===== src/rtl/mem_access_unit.sv =====
// MIPS memory stage: formats loads/stores onto a req/ack bus, stalls upstream while a
// transaction is outstanding, and registers the writeback entry.
module mem_access_unit #(
    parameter int unsigned TIMEOUT = 16,
    parameter int unsigned TO_W    = 5
) (
    input  logic        i_clk,
    input  logic        i_rst,
    input  logic        i_valid,
    input  logic [31:0] i_ALUres,
    input  logic [31:0] i_op2,
    input  logic        i_memRead,
    input  logic        i_memWrite,
    input  logic [1:0]  i_size,
    input  logic        i_signed,
    input  logic [4:0]  i_rd,
    input  logic        i_regWrite,
    output logic        o_stall,
    output logic        o_bus_req,
    output logic        o_bus_we,
    output logic [31:0] o_bus_addr,
    output logic [31:0] o_bus_wdata,
    output logic [3:0]  o_bus_be,
    input  logic        i_bus_ack,
    input  logic [31:0] i_bus_rdata,
    output logic        o_valid,
    output logic [31:0] o_result,
    output logic [4:0]  o_rd,
    output logic        o_regWrite,
    output logic        o_misaligned,
    output logic        o_bus_err
);

    typedef enum logic {IDLE, WAIT} state_t;

    state_t          state;
    logic [TO_W-1:0] to_cnt;

    // Access attributes captured at issue so completion does not depend on upstream holding
    logic [1:0] off_q;
    logic [1:0] size_q;
    logic       signed_q;
    logic       load_q;
    logic [4:0] rd_q;
    logic       rw_q;

    logic        is_mem;
    logic        misaligned;
    logic        timeout;
    logic [3:0]  be_next;
    logic [31:0] wdata_next;
    logic [31:0] shifted;
    logic [31:0] load_val;

    always_comb begin
        is_mem = i_memRead | i_memWrite;
        case (i_size)
            2'b00:   misaligned = 1'b0;
            2'b01:   misaligned = i_ALUres[0];
            default: misaligned = (i_ALUres[1:0] != 2'b00);
        endcase

        timeout = (TIMEOUT != 0) && (to_cnt == TO_W'(TIMEOUT - 1));

        o_stall = ((state == IDLE) && i_valid && is_mem && !misaligned) ||
                  ((state == WAIT) && !i_bus_ack && !timeout);

        case (i_size)
            2'b00: begin
                be_next    = 4'b0001 << i_ALUres[1:0];
                wdata_next = {4{i_op2[7:0]}};
            end
            2'b01: begin
                be_next    = i_ALUres[1] ? 4'b1100 : 4'b0011;
                wdata_next = {2{i_op2[15:0]}};
            end
            default: begin
                be_next    = 4'b1111;
                wdata_next = i_op2;
            end
        endcase

        shifted = i_bus_rdata >> {off_q, 3'b000};
        case (size_q)
            2'b00:   load_val = signed_q ? {{24{shifted[7]}}, shifted[7:0]}
                                         : {24'h0, shifted[7:0]};
            2'b01:   load_val = signed_q ? {{16{shifted[15]}}, shifted[15:0]}
                                         : {16'h0, shifted[15:0]};
            default: load_val = shifted;
        endcase
    end

    always_ff @(posedge i_clk) begin
        if (i_rst) begin
            state        <= IDLE;
            to_cnt       <= '0;
            off_q        <= '0;
            size_q       <= '0;
            signed_q     <= 1'b0;
            load_q       <= 1'b0;
            rd_q         <= '0;
            rw_q         <= 1'b0;
            o_bus_req    <= 1'b0;
            o_bus_we     <= 1'b0;
            o_bus_addr   <= '0;
            o_bus_wdata  <= '0;
            o_bus_be     <= '0;
            o_valid      <= 1'b0;
            o_result     <= '0;
            o_rd         <= '0;
            o_regWrite   <= 1'b0;
            o_misaligned <= 1'b0;
            o_bus_err    <= 1'b0;
        end else begin
            o_valid      <= 1'b0;
            o_regWrite   <= 1'b0;
            o_misaligned <= 1'b0;
            o_bus_err    <= 1'b0;
            case (state)
                IDLE: begin
                    if (i_valid) begin
                        if (!is_mem) begin
                            o_valid    <= 1'b1;
                            o_result   <= i_ALUres;
                            o_rd       <= i_rd;
                            o_regWrite <= i_regWrite;
                        end else if (misaligned) begin
                            o_valid      <= 1'b1;
                            o_rd         <= i_rd;
                            o_misaligned <= 1'b1;
                        end else begin
                            state       <= WAIT;
                            to_cnt      <= '0;
                            o_bus_req   <= 1'b1;
                            o_bus_we    <= i_memWrite;
                            o_bus_addr  <= {i_ALUres[31:2], 2'b00};
                            o_bus_be    <= be_next;
                            o_bus_wdata <= wdata_next;
                            off_q       <= i_ALUres[1:0];
                            size_q      <= i_size;
                            signed_q    <= i_signed;
                            load_q      <= i_memRead;
                            rd_q        <= i_rd;
                            rw_q        <= i_regWrite;
                        end
                    end
                end
                WAIT: begin
                    // Ack takes priority over a timeout landing in the same cycle
                    if (i_bus_ack) begin
                        state      <= IDLE;
                        o_bus_req  <= 1'b0;
                        o_valid    <= 1'b1;
                        o_rd       <= rd_q;
                        o_regWrite <= rw_q & load_q;
                        if (load_q) begin
                            o_result <= load_val;
                        end
                    end else if (timeout) begin
                        state     <= IDLE;
                        o_bus_req <= 1'b0;
                        o_valid   <= 1'b1;
                        o_bus_err <= 1'b1;
                    end else begin
                        to_cnt <= to_cnt + 1'b1;
                    end
                end
            endcase
        end
    end

endmodule


===== config.mk =====
export PLATFORM = sky130hd
export DESIGN_NAME = mem_access_unit
export DESIGN_NICKNAME = d
export VERILOG_FILES = /design/src/rtl/mem_access_unit.sv
export SDC_FILE = /design/constraint.sdc
export NUM_CORES = 1
export LEC_CHECK = 0
export ABC_AREA = 1
export CAP_MARGIN = 30
export CORE_ASPECT_RATIO = 1.1
export CORE_MARGIN = 2
export CORE_UTILIZATION = 46
export CTS_BUF_LIST = sky130_fd_sc_hd__clkbuf_4
export CTS_CLUSTER_SIZE = 14
export DETAILED_ROUTE_END_ITERATION = 7
export PLACE_DENSITY = 0.83
export SYNTH_ARGS = -nofsm -noshare
export SYNTH_HDL_FRONTEND = slang
export SYNTH_SLANG_ARGS = --single-unit

===== constraint.sdc =====
create_clock -name i_clk -period 1.6 [get_ports i_clk]
set_input_delay 0.16 -clock i_clk [delete_from_list [all_inputs] [get_ports i_clk]]
set_output_delay 0.16 -clock i_clk [all_outputs]
set_load 0.005 [all_outputs]

### Word level (Yosys, flattened, before mapping)

Cells that the tools add are included.

| storage, ports and cells | value |
|---|---|
| bits in registers | 127 |
| bits of input ports | 111 |
| output and inout bits | 112 |
| logic and storage cells | 105 |

| operators by class | value |
|---|---|
| add/sub/neg operators | 1 |
| equal/unequal tests | 13 |
| shift operators | 2 |
| multiplexer cells | 45 |
| bitwise gates (word level) | 6 |
| reduce and logical (&&, ||, !) cells | 19 |

Operators with widths:

| kind | number |
|---|---|
| 32-bit two-way mux | 6 |
| 32-bit case mux with 2 select lines | 3 |
| 5-bit two-way mux | 9 |
| 32-bit by 5-bit right shift with 32-bit output | 1 |
| 5-bit case mux with 2 select lines | 2 |
| 1-bit two-way mux | 18 |
| 2-bit != test (second input constant) | 7 |
| 4-bit AND reduction | 3 |
| 1-bit case mux with 2 select lines | 5 |
| 4-bit case mux with 2 select lines | 1 |
| 5-bit by 1-bit adder with 5-bit output (second input constant) | 1 |
| 5-bit by 4-bit == test with 1-bit output (second input constant) | 1 |
| 1-bit logical AND | 5 |
| 5-bit AND reduction | 1 |
| 2-bit by 1-bit == test with 1-bit output (second input constant) | 2 |
| 2-bit zero test | 2 |
| 4-bit two-way mux | 1 |
| 1-bit NOT | 4 |
| 4-bit OR reduction | 1 |
| 1-bit by 2-bit left shift with 4-bit output (first input constant) | 1 |
| 1-bit zero test | 3 |
| 3-bit by 2-bit != test with 1-bit output (second input constant) | 1 |
| 3-bit != test (second input constant) | 1 |
| 3-bit AND reduction | 1 |
| 6 further kinds | 6 |

### Logic depth before layout (Yosys ltp)

Gate-level depths: netlist of run 1.

| depth | value |
|---|---|
| word-level depth | 6 |
| depth in mapped cells | 10 |
| mapped depth without buffers | 10 |

### Worst setup path before layout of run 1

Ideal clock, no wire load.

| timing | value |
|---|---|
| kind | register to register |
| from | register to_cnt[0] |
| to | register to_cnt[2] |
| setup time | 0.115 ns |
| arrival | 1.372 ns |
| data required time | 1.485 ns |
| setup slack | 0.113 ns |
| cell stages (with the launch flop) | 11 |
| buffers on the path | 0 |
| clock period less this slack | 1.487 ns |
| cell sequence | dfxtp_1 -> ha_1 -> nand2_1 -> nor2_1 -> ha_1 -> nor2_2 -> inv_2 -> nand2_2 -> inv_1 -> o21ai_1 -> nor2_1 |

| on the way | value |
|---|---|
| elaborated cells on any way between the ends | 7 |
| those cells by class | add/sub: 1; eq/ne: 2; mux: 3; reduce/logical: 1 |

RTL lines:

| what | line | RTL |
|---|---|---|
| from (decl) | 37 | `logic [TO_W-1:0] to_cnt;` |
| from (signal assigned) | 165 | `to_cnt <= to_cnt + 1'b1;` |
| 5-bit by 4-bit == test with 1-bit output | 63 | `timeout = (TIMEOUT != 0) && (to_cnt == TO_W'(TIMEOUT - 1));` |
| net timeout | 49 | `logic timeout;` |
| 2-bit != test (no line) | n/a |  |
| 5-bit AND reduction (no line) | n/a |  |

The timed path passes the listed nets, and every way through them passes these cells. The select of a mux whose other input is x is not followed.
A chain may end at the register's enable or synchronous reset.

### Worst setup path after layout of run 1

| timing | value |
|---|---|
| from | register to_cnt[1] |
| to | output port o_stall |

| on the way | value |
|---|---|
| longest elaborated chain between the ends | 4 |

RTL lines:

| what | line | RTL |
|---|---|---|
| 5-bit by 4-bit == test with 1-bit output | 63 |  |
| net timeout | 49 |  |
| 1-bit zero test | 66 | `((state == WAIT) && !i_bus_ack && !timeout);` |
| 1-bit logical AND | 66 |  |
| 1-bit logical OR | 65 | `o_stall = ((state == IDLE) && i_valid && is_mem && !misaligned) \|\|` |
| to (decl) | 18 | `output logic o_stall,` |

The timed path passes the listed nets, and every way through them passes these cells.

==> results of run 1 <==
-- synth_stat cells, drive strengths merged (2+ instances only) --
cell    instances
a31oi           8
or2             2
ha              2
nor2           64
dfxtp         127
o211ai         11
buf            34
mux2i           5
inv            58
a21oi         109
o21ai         112
nand2         212
clkbuf         26
clkinv          2
nand3          72
-- registers in the layout, indices dropped and copies added (netlist names) --
name and count:
o_regWrite 1, rd_q 5, o_rd 5, o_result 32, o_bus_err 1, size_q 2
o_valid 1, signed_q 1, to_cnt 5, o_bus_we 1, o_bus_addr 30, rw_q 1
o_misaligned 1, off_q 2, o_bus_be 4, o_bus_wdata 32, o_bus_req 1, load_q 1
state 1
-- power by group through the flow --
stage,clock network (mW),logic (mW),registers (mW)
after floorplan,0,0.758,3.55
after global placement,0,1.76,3.54
after detailed placement,0,1.78,3.54
after CTS,2.01,1.79,3.47
after global routing,2.15,2.01,3.51
final,1.96,1.84,3.49
-- placed cells by master (no fill, tap or decap), types with 2 or more instances in the layout --
| cell | synthesis | final |
|---|---|---|
| clkinvlp_4 | 0 | 4 |
| nand3_1 | 72 | 72 |
| dfxtp_2 | 0 | 37 |
| mux2i_1 | 5 | 5 |
| clkinv_1 | 2 | 4 |
| buf_6 | 5 | 2 |
| o21ai_1 | 12 | 20 |
| a21oi_1 | 88 | 88 |
| o211ai_1 | 11 | 11 |
| clkbuf_16 | 0 | 2 |
| inv_4 | 1 | 3 |
| clkbuf_4 | 0 | 18 |
| nor2_1 | 60 | 59 |
| buf_4 | 6 | 61 |
| nor2_8 | 2 | 2 |
| buf_12 | 0 | 14 |
| a31oi_1 | 8 | 8 |
| conb_1 | 1 | 2 |
| clkdlybuf4s50_1 | 0 | 186 |
| nand2_1 | 209 | 206 |
| nand2_2 | 2 | 5 |
| a21oi_2 | 21 | 20 |
| buf_8 | 0 | 2 |
| dfxtp_1 | 127 | 90 |
| clkinv_2 | 0 | 4 |
| dlymetal6s2s_1 | 0 | 22 |
| dlygate4sd2_1 | 0 | 11 |
| inv_1 | 51 | 49 |
| inv_2 | 6 | 7 |
| nor2_2 | 2 | 3 |
| o21ai_0 | 99 | 91 |
-- metal layers --
metal,up-vias,wire [um]
li1,3342,-
met1,3060,8120
met2,280,9370
met3,39,1570
met4,0,618
met5,-,0
-- area by class of cell --
type                            instances  area (sq um)  share of cell area (%)
Timing Repair Buffer                  300          3070                    33.1
Multi-Input combinational cell        608          2960                    31.8
Sequential cell                       127          2590                    27.9
Inverter                               60           233                    2.51
Tap cell                              157           196                    2.12
Clock buffer                           18           135                    1.45
Clock inverter                         13           100                    1.08
Antenna cell                            1          2.50                  0.0269
-- worst min-delay path, cell delays in order --
cell and delay [ns]:
clkdlybuf4s50_1 0.40, nand2_1 0.06, a31oi_1 0.06
-- logic make-up after synthesis --
| logic type | after synthesis | synth area share [%] |
|---|---|---|
| AND/OR/NAND/NOR | 354 | 24.7 |
| AO/OA/AOI/OAI | 244 | 22.5 |
| flip-flops | 127 | 42.4 |
| buffers and inverters | 120 | 8.94 |
| multiplexers | 5 | 0.834 |
| adder cells (fa/ha/maj) | 2 | 0.417 |
| other | 1 | 0.0625 |
| XOR/XNOR | 1 | 0.146 |
-- timing repair --
action | 4_1_cts | 5_1_grt
gates cloned | 0 | 2
resized for setup | 26 | 73
buffers inserted | 6 | 10
pin swaps | 7 | 3
endpoints found under the setup margin | 16 | 86
-- worst max-delay path by stage --
stage	start	to	slack, ns	depth (start not counted)
after CTS	to_cnt[1]$_SDFFE_PP0P_	o_stall	-0.27	8
after detailed placement	i_size[1]	o_stall	-0.23	8
after global routing	to_cnt[1]$_SDFFE_PP0P_	o_stall	-0.33	8
after floorplan	to_cnt[0]$_SDFFE_PP0P_	to_cnt[2]$_SDFFE_PP0P_	0.11	10
final	to_cnt[1]$_SDFFE_PP0P_	o_stall	-0.24	8
after global placement	i_size[1]	o_stall	-0.22	8
==> metrics.md, run 1 <==
| Metric | Value |
|---|---|
| Timing-limited maximum frequency | `0.543 GHz` |
| Count of maximum capacitance violations | `0` |
| Final hold slack | `0.178 ns` |
| Layout Nets | `1,227` |
| Clock insertion delay at the later pin of the skew report | `0.53 ns` |
| Vias in the first global route | `5,982` |
| Post-synthesis instance area | `6000 sq um` |
| All-Layer GR Usage | `26.2%` |
| Top-area cell type share of the netlist area | `42.4%` |
| Placed Cells incl. Taps | `1,237` |
| DR pass1 iterations | `8` |
| Library cell used as clock root buffer | `clkbuf_4` |
| Cell with the largest stage delay on the worst path | `dfxtp_2` |
| Clock Pin Slew Worst Setup and Hold Paths | `0.12 ns` |
| GR met3 Demand/Resource | `6.47%` |
| Share of total power consumed by net switching | `29.9%` |
| Drt total wl | `19.7 mm` |
| Type of the worst setup path | `reg -> out` |
| Internal | `5.11 mW` |
| Most heavily used metal layer in global routing | `met2` |
| Met2 usage | `43.7%` |
| Fin. max-slew vios | `0` |
| Worst EP required | `1.44 ns` |
| Sequential power share | `47.8%` |
| Y dimension of the die | `124 um` |
| Worst max-slew margin expressed relative to the limit | `64.3%` |
| Number of cells traversed by the worst hold path | `3` |
| IR drop worst, VDD | `452 uV` |
| Wire length of the first global-routing pass | `29.4 mm` |
| Buffering stage count on the worst path with inverters included | `2` |
| Worst Hold Class | `in -> reg` |
| Cells taking the most area after synthesis | `dfxtp_1, nand2_1, o21ai_0` |
| HP Start | `i_op2[29]` |
| Max stage delay on crit path | `0.36 ns` |
| Clock power frac | `26.9%` |
| Worst Hold Endpoint | `o_bus_wdata[29]$_SDFFE_PP0P_` |
| Launch point of the worst reg-to-reg path | `to_cnt[1]$_SDFFE_PP0P_` |
| Number of instances in the synthesized netlist | `854` |
| Setup violation total in the final timing report | `1` |
| Antenna violations before repair | `1` |
| Arrival time reported for the critical path endpoint | `1.68 ns` |
| Power per cell area | `785 nW/um^2` |
| Top fanout value on the critical path | `2` |
| Final setup skew | `0.0149 ns` |
| Port Buffers | `220` |
| Post-route total power | `7.29 mW` |
| Maximum number of pins on one net before global-route repair | `55` |
| Setup repair after global routing missed its margin | `true` |
| Number of library cell types mapped by synthesis | `38` |
| Mean area per synthesized cell | `7.03 sq um` |
| M1 GR Usage | `32.9%` |
| Yosys warnings | `0` |
| Switching power | `2.18 mW` |
| Fin. Hold Viols | `0` |
| Static power due to leakage | `4.40 nW` |
| Final clock period utilization by the worst path | `115%` |
| Primary flip-flop cell chosen by synthesis mapping | `dfxtp_1` |
| Num Clock Sinks | `127` |
| Starting density of the core | `47.3%` |
| Top cell type by total area after synthesis | `dfxtp_1` |
| Summed area of non-filler cells in the final layout | `9290 sq um` |
| Final HPWL DP | `13.7 mm` |
| Post-Place Cell Area | `8730 sq um` |
| DRC violation total after the first TritonRoute iteration | `602` |
| Total vias in the final route | `6,721` |
| Share of the core filled with cells in the final layout | `73.1%` |
| Async set-or-reset flop fraction in the synthesized netlist | `0%` |
| Cell class contributing the biggest share of worst-path delay | `flip-flops` |
| Routability Congestion | `0.860` |
| Fill cell count | `995` |
| Final non-filler cell total | `1,284` |
| Die Wd | `113 um` |
| Detailed-route vias per instance | `5.23` |
| Final TNS setup | `-0.242 ns` |
| H-tree lvl count | `4` |
| TritonCTS clock tree | `done` |
| Number of buffers added by the clock tree synthesis step | `17` |
| Post-Place Setup Slack | `-0.232 ns` |
| Endpoint of the worst register-to-register path | `to_cnt[4]$_SDFFE_PP0P_` |
| Antenna-violating nets left | `0` |
| Number of top-level pins | `223` |
| Post-route worst setup slack | `-0.242 ns` |
| Result of the run | `finished with violations` |
| Number of cells on the worst reg-to-reg path | `10` |
| Layout cells sized above 1 | `17.1%` |
| Sequential-to-total area share from yosys stat | `42.4%` |
| Synth Register Bits | `127` |
| Signed area change from the synthesized netlist to the final layout | `54.8%` |
| Routed len/inst | `15.3 um` |
| # rows | `43` |
| Startpoint types | `register` |
| Kind of capture point of the worst setup path | `output pin` |
| Cell breakdown of the critical path | `ha_4, nand2_2, nor2_2, ha_2, nor2_2, inv_2, nand2_2, buf_6` |
| Drc violations | `16` |
| EDFF count, synth | `0` |
| Reg-to-reg slack, setup | `0.08 ns` |
| Actual transition at the worst max-transition pin | `0.535 ns` |
| Placeable core region | `12,700 sq um` |
| Final min period | `1.84 ns` |
| Count of hold-fix buffers inserted at cts | `0` |
| Remaining global-route overflow | `0` |
| Power share of the combinational group | `25.3%` |
| Failing checks | `design-rule violations, negative setup slack` |
| Clk buf depth | `2` |
| Die Footprint | `14,000 sq um` |
(Power assumes the default switching activity.)
==> run 2, diff against run 1 <==
--- a/config.mk
+++ b/config.mk
@@ -9,11 +9,12 @@
 export CAP_MARGIN = 30
 export CORE_ASPECT_RATIO = 1.1
 export CORE_MARGIN = 2
-export CORE_UTILIZATION = 46
+export CORE_UTILIZATION = 45
 export CTS_BUF_LIST = sky130_fd_sc_hd__clkbuf_4
 export CTS_CLUSTER_SIZE = 14
 export DETAILED_ROUTE_END_ITERATION = 7
-export PLACE_DENSITY = 0.83
+export PLACE_DENSITY = 0.81
+export REMOVE_ABC_BUFFERS = 1
 export SYNTH_ARGS = -nofsm -noshare
 export SYNTH_HDL_FRONTEND = slang
 export SYNTH_SLANG_ARGS = --single-unit
==> run 2 against run 1 <==
Compared with the run above: the run ends with negative setup slack left; count of clock-buffer cells in the layout fell by 1; fmax down 0.69%; clock skew shrank 0.00093 ns; first-iteration DRC count rose by 20%; setup slack worse by 0.013 ns; die area up 2.1%; register-to-register slack worse by 0.24 ns; non-clock buffer count shrank 12; routed wire length is 5.6% higher.
==> metrics.md, run 2 (synthesis gave the netlist of run 1 again) <==
| Metric | Value |
|---|---|
| Cell class contributing the biggest share of worst-path delay | `flip-flops` |
| DR pass1 iterations | `6 (-2)` |
| All-Layer GR Usage | `27.6% (+1.3 points)` |
| Antenna-violating nets left | `0 (unchanged)` |
| Worst Hold Endpoint | `o_bus_wdata[17]$_SDFFE_PP0P_` |
| Layout cells sized above 1 | `19.4% (+2.3 points)` |
| Count of hold-fix buffers inserted at cts | `0 (unchanged)` |
| Worst EP required | `1.44 ns (about the same)` |
| Total vias in the final route | `6,783 (+0.92%)` |
| Final hold slack | `0.154 ns (-0.0241 ns)` |
| GR met3 Demand/Resource | `7.27% (+0.80 points)` |
| Met2 usage | `45.0% (+1.3 points)` |
| Clock Pin Slew Worst Setup and Hold Paths | `0.13 ns (about the same)` |
| Fin. Hold Viols | `0 (unchanged)` |
| DRC violation total after the first TritonRoute iteration | `721 (+20%)` |
| Y dimension of the die | `125 um (+1.1%)` |
| # rows | `44 (+2.3%)` |
| Power per cell area | `831 nW/um^2 (+5.9%)` |
| Buffering stage count on the worst path with inverters included | `2 (unchanged)` |
| Signed area change from the synthesized netlist to the final layout | `56.5%` |
| Detailed-route vias per instance | `5.31 (+1.5%)` |
| Setup repair after global routing missed its margin | `true` |
| Post-route worst setup slack | `-0.254 ns (-0.0129 ns)` |
| Commonest cells after routing, fill and taps aside | `nand2_1, clkdlybuf4s50_1, o21ai_0` |
| Type of the worst setup path | `reg -> out` |
| Library cell used as clock root buffer | `clkbuf_4` |
| Static power due to leakage | `5.03 nW (+14%)` |
| Number of buffers added by the clock tree synthesis step | `17 (unchanged)` |
| HP Start | `i_op2[17]` |
| Placed Cells incl. Taps | `1,231 (-0.49%)` |
| M1 GR Usage | `33.5% (+0.60 points)` |
| Number of cells on the worst reg-to-reg path | `12 (+2)` |
| Count of maximum capacitance violations | `0 (unchanged)` |
| TritonCTS clock tree | `done` |
| Reg-to-reg slack, setup | `-0.16 ns (-0.24 ns)` |
| Final HPWL DP | `14.0 mm (+2.6%)` |
| Startpoint types | `register` |
| Routability Congestion | `0.856 (-0.46%)` |
| Layout Nets | `1,215 (-0.98%)` |
| Top fanout value on the critical path | `2 (unchanged)` |
| IR drop worst, VDD | `487 uV (+7.9%)` |
| Cell with the largest stage delay on the worst path | `dfxtp_2` |
| Clk buf depth | `2 (unchanged)` |
| Most common cell after layout, fill and taps aside | `nand2_1` |
| Num Clock Sinks | `127 (unchanged)` |
| Maximum number of pins on one net before global-route repair | `41 (-25%)` |
| Worst Hold Class | `in -> reg` |
| Port Buffers | `220 (unchanged)` |
| Remaining global-route overflow | `0 (unchanged)` |
| Most heavily used metal layer in global routing | `met2` |
| Number of top-level pins | `223 (unchanged)` |
| Drc violations | `0 (-16)` |
| Placeable core region | `13,100 sq um (+3.2%)` |
| Setup violation total in the final timing report | `2 (+1)` |
| Failing checks | `negative setup slack` |
| Result of the run | `finished with violations` |
| Final min period | `1.85 ns (+0.0129 ns)` |
| Arrival time reported for the critical path endpoint | `1.69 ns (about the same)` |
| Post-Place Setup Slack | `-0.296 ns (-0.0640 ns)` |
| Wire length of the first global-routing pass | `31.5 mm (+7.0%)` |
| Cell breakdown of the critical path | `ha_4, nand2_4, nor2_4, ha_4, nor2_4, inv_2, nand2_2, buf_2` |
| Clock insertion delay at the later pin of the skew report | `0.53 ns (about the same)` |
| Routed len/inst | `16.3 um (+6.1%)` |
| Max stage delay on crit path | `0.36 ns (about the same)` |
| Starting density of the core | `45.8% (-1.5 points)` |
| Number of cells traversed by the worst hold path | `3 (unchanged)` |
| Final clock period utilization by the worst path | `116% (+0.80 points)` |
| Vias in the first global route | `6,369 (+6.5%)` |
| Final setup skew | `0.0139 ns (-0.000932 ns)` |
| Die Wd | `114 um (+1.1%)` |
| Fin. max-slew vios | `0 (unchanged)` |
| Endpoint of the worst register-to-register path | `to_cnt[4]$_SDFFE_PP0P_` |
| Antenna violations before repair | `1 (unchanged)` |
| Launch point of the worst reg-to-reg path | `to_cnt[0]$_SDFFE_PP0P_` |
| Final TNS setup | `-0.411 ns (-0.170 ns)` |
| Drt total wl | `20.8 mm (+5.6%)` |
| Kind of capture point of the worst setup path | `output pin` |
| Timing-limited maximum frequency | `0.539 GHz (-0.69%)` |
| Biggest registers after layout | `o_bus_wdata (32), o_result (32), o_bus_addr (30)` |
| H-tree lvl count | `4 (unchanged)` |
| Die Footprint | `14,300 sq um (+2.1%)` |
| Final non-filler cell total | `1,277 (-0.55%)` |
run 2: changes by cell type in the layout (fill, tap and decap cells not counted), sizes merged:
cell           delta
buf              -11
bufinv            +3
clkbuf            -2
clkdlybuf4s50    -42
clkinv            -2
clkinvlp          -1
dlygate4sd2       +5
dlymetal6s2s     +37
inv               +2
run 2: layout make-up:
cell class / count / area (sq um)
fillers: 1035 / 3710
clock inverters: 15 / 191
inverters: 60 / 236
repair buffers: 288 / 3010
multi-input cells: 608 / 2990
flip-flops and latches: 127 / 2630
diodes: 1 / 2.50
clock buffers: 17 / 128
well taps: 161 / 201
run 2: what timing repair did:
| item | in CTS | in global routing |
|---|---|---|
| cloned | 0 | 1 |
| gates resized for setup | 33 | 142 |
| endpoints found under the setup margin | 23 | 150 |
| pin swaps | 6 | 8 |
| buffers inserted | 8 | 6 |
run 2: how the worst max path moves through the flow:
| stage | start | slack [ns] | end | depth (start not counted) |
|---|---|---|---|---|
| 6_report | to_cnt[0]$_SDFFE_PP0P_ | -0.25 | o_stall | 8 |
| 5_1_grt | to_cnt[0]$_SDFFE_PP0P_ | -0.34 | o_stall | 8 |
| 4_1_cts | to_cnt[1]$_SDFFE_PP0P_ | -0.26 | o_stall | 8 |
| 3_5_place_dp | i_size[1] | -0.30 | o_stall | 8 |
| 3_3_place_gp | i_size[1] | -0.25 | o_stall | 8 |
| 2_1_floorplan | state$_SDFF_PP0_ | -1.11 | o_result[1]$_SDFFE_PP0P_ | 6 |
run 2: worst reg2reg max path, stage by stage (launching register included):
cell	delay [ns]
dfxtp_2	0.36
ha_4	0.17
nand2_4	0.07
nor2_4	0.04
ha_4	0.16
nor2_4	0.13
inv_2	0.06
buf_6	0.11
buf_6	0.10
buf_6	0.10
buf_6	0.10
o22ai_2	0.15
and2_1	0.15
run 2: routing by layer:
metal	part of all wire, %	routed length, um
met5	0	0
met2	47	9720
met4	5.2	1080
met3	6.6	1380
met1	41	8600
run 2: metrics by stage:
step / area [sq um] / utilization, % / power, mW
after floorplan: 5700 / - / 4.22
after detailed placement: 8640 / 66.0 / 5.29
after CTS: 9030 / 68.9 / 7.78
after global placement: 8640 / 66.0 / 5.26
after global routing: 9390 / 71.7 / 8.15
final: 9390 / 71.7 / 7.80
run 2: power breakdown:
| part | internal (mW) | total (mW) | leakage, nW | switching, mW |
|---|---|---|---|---|
| logic | 0.912 | 1.78 | 3.80 | 0.866 |
| registers | 3.39 | 3.50 | 1.07 | 0.103 |
| clock network | 1.23 | 2.53 | 0.165 | 1.30 |
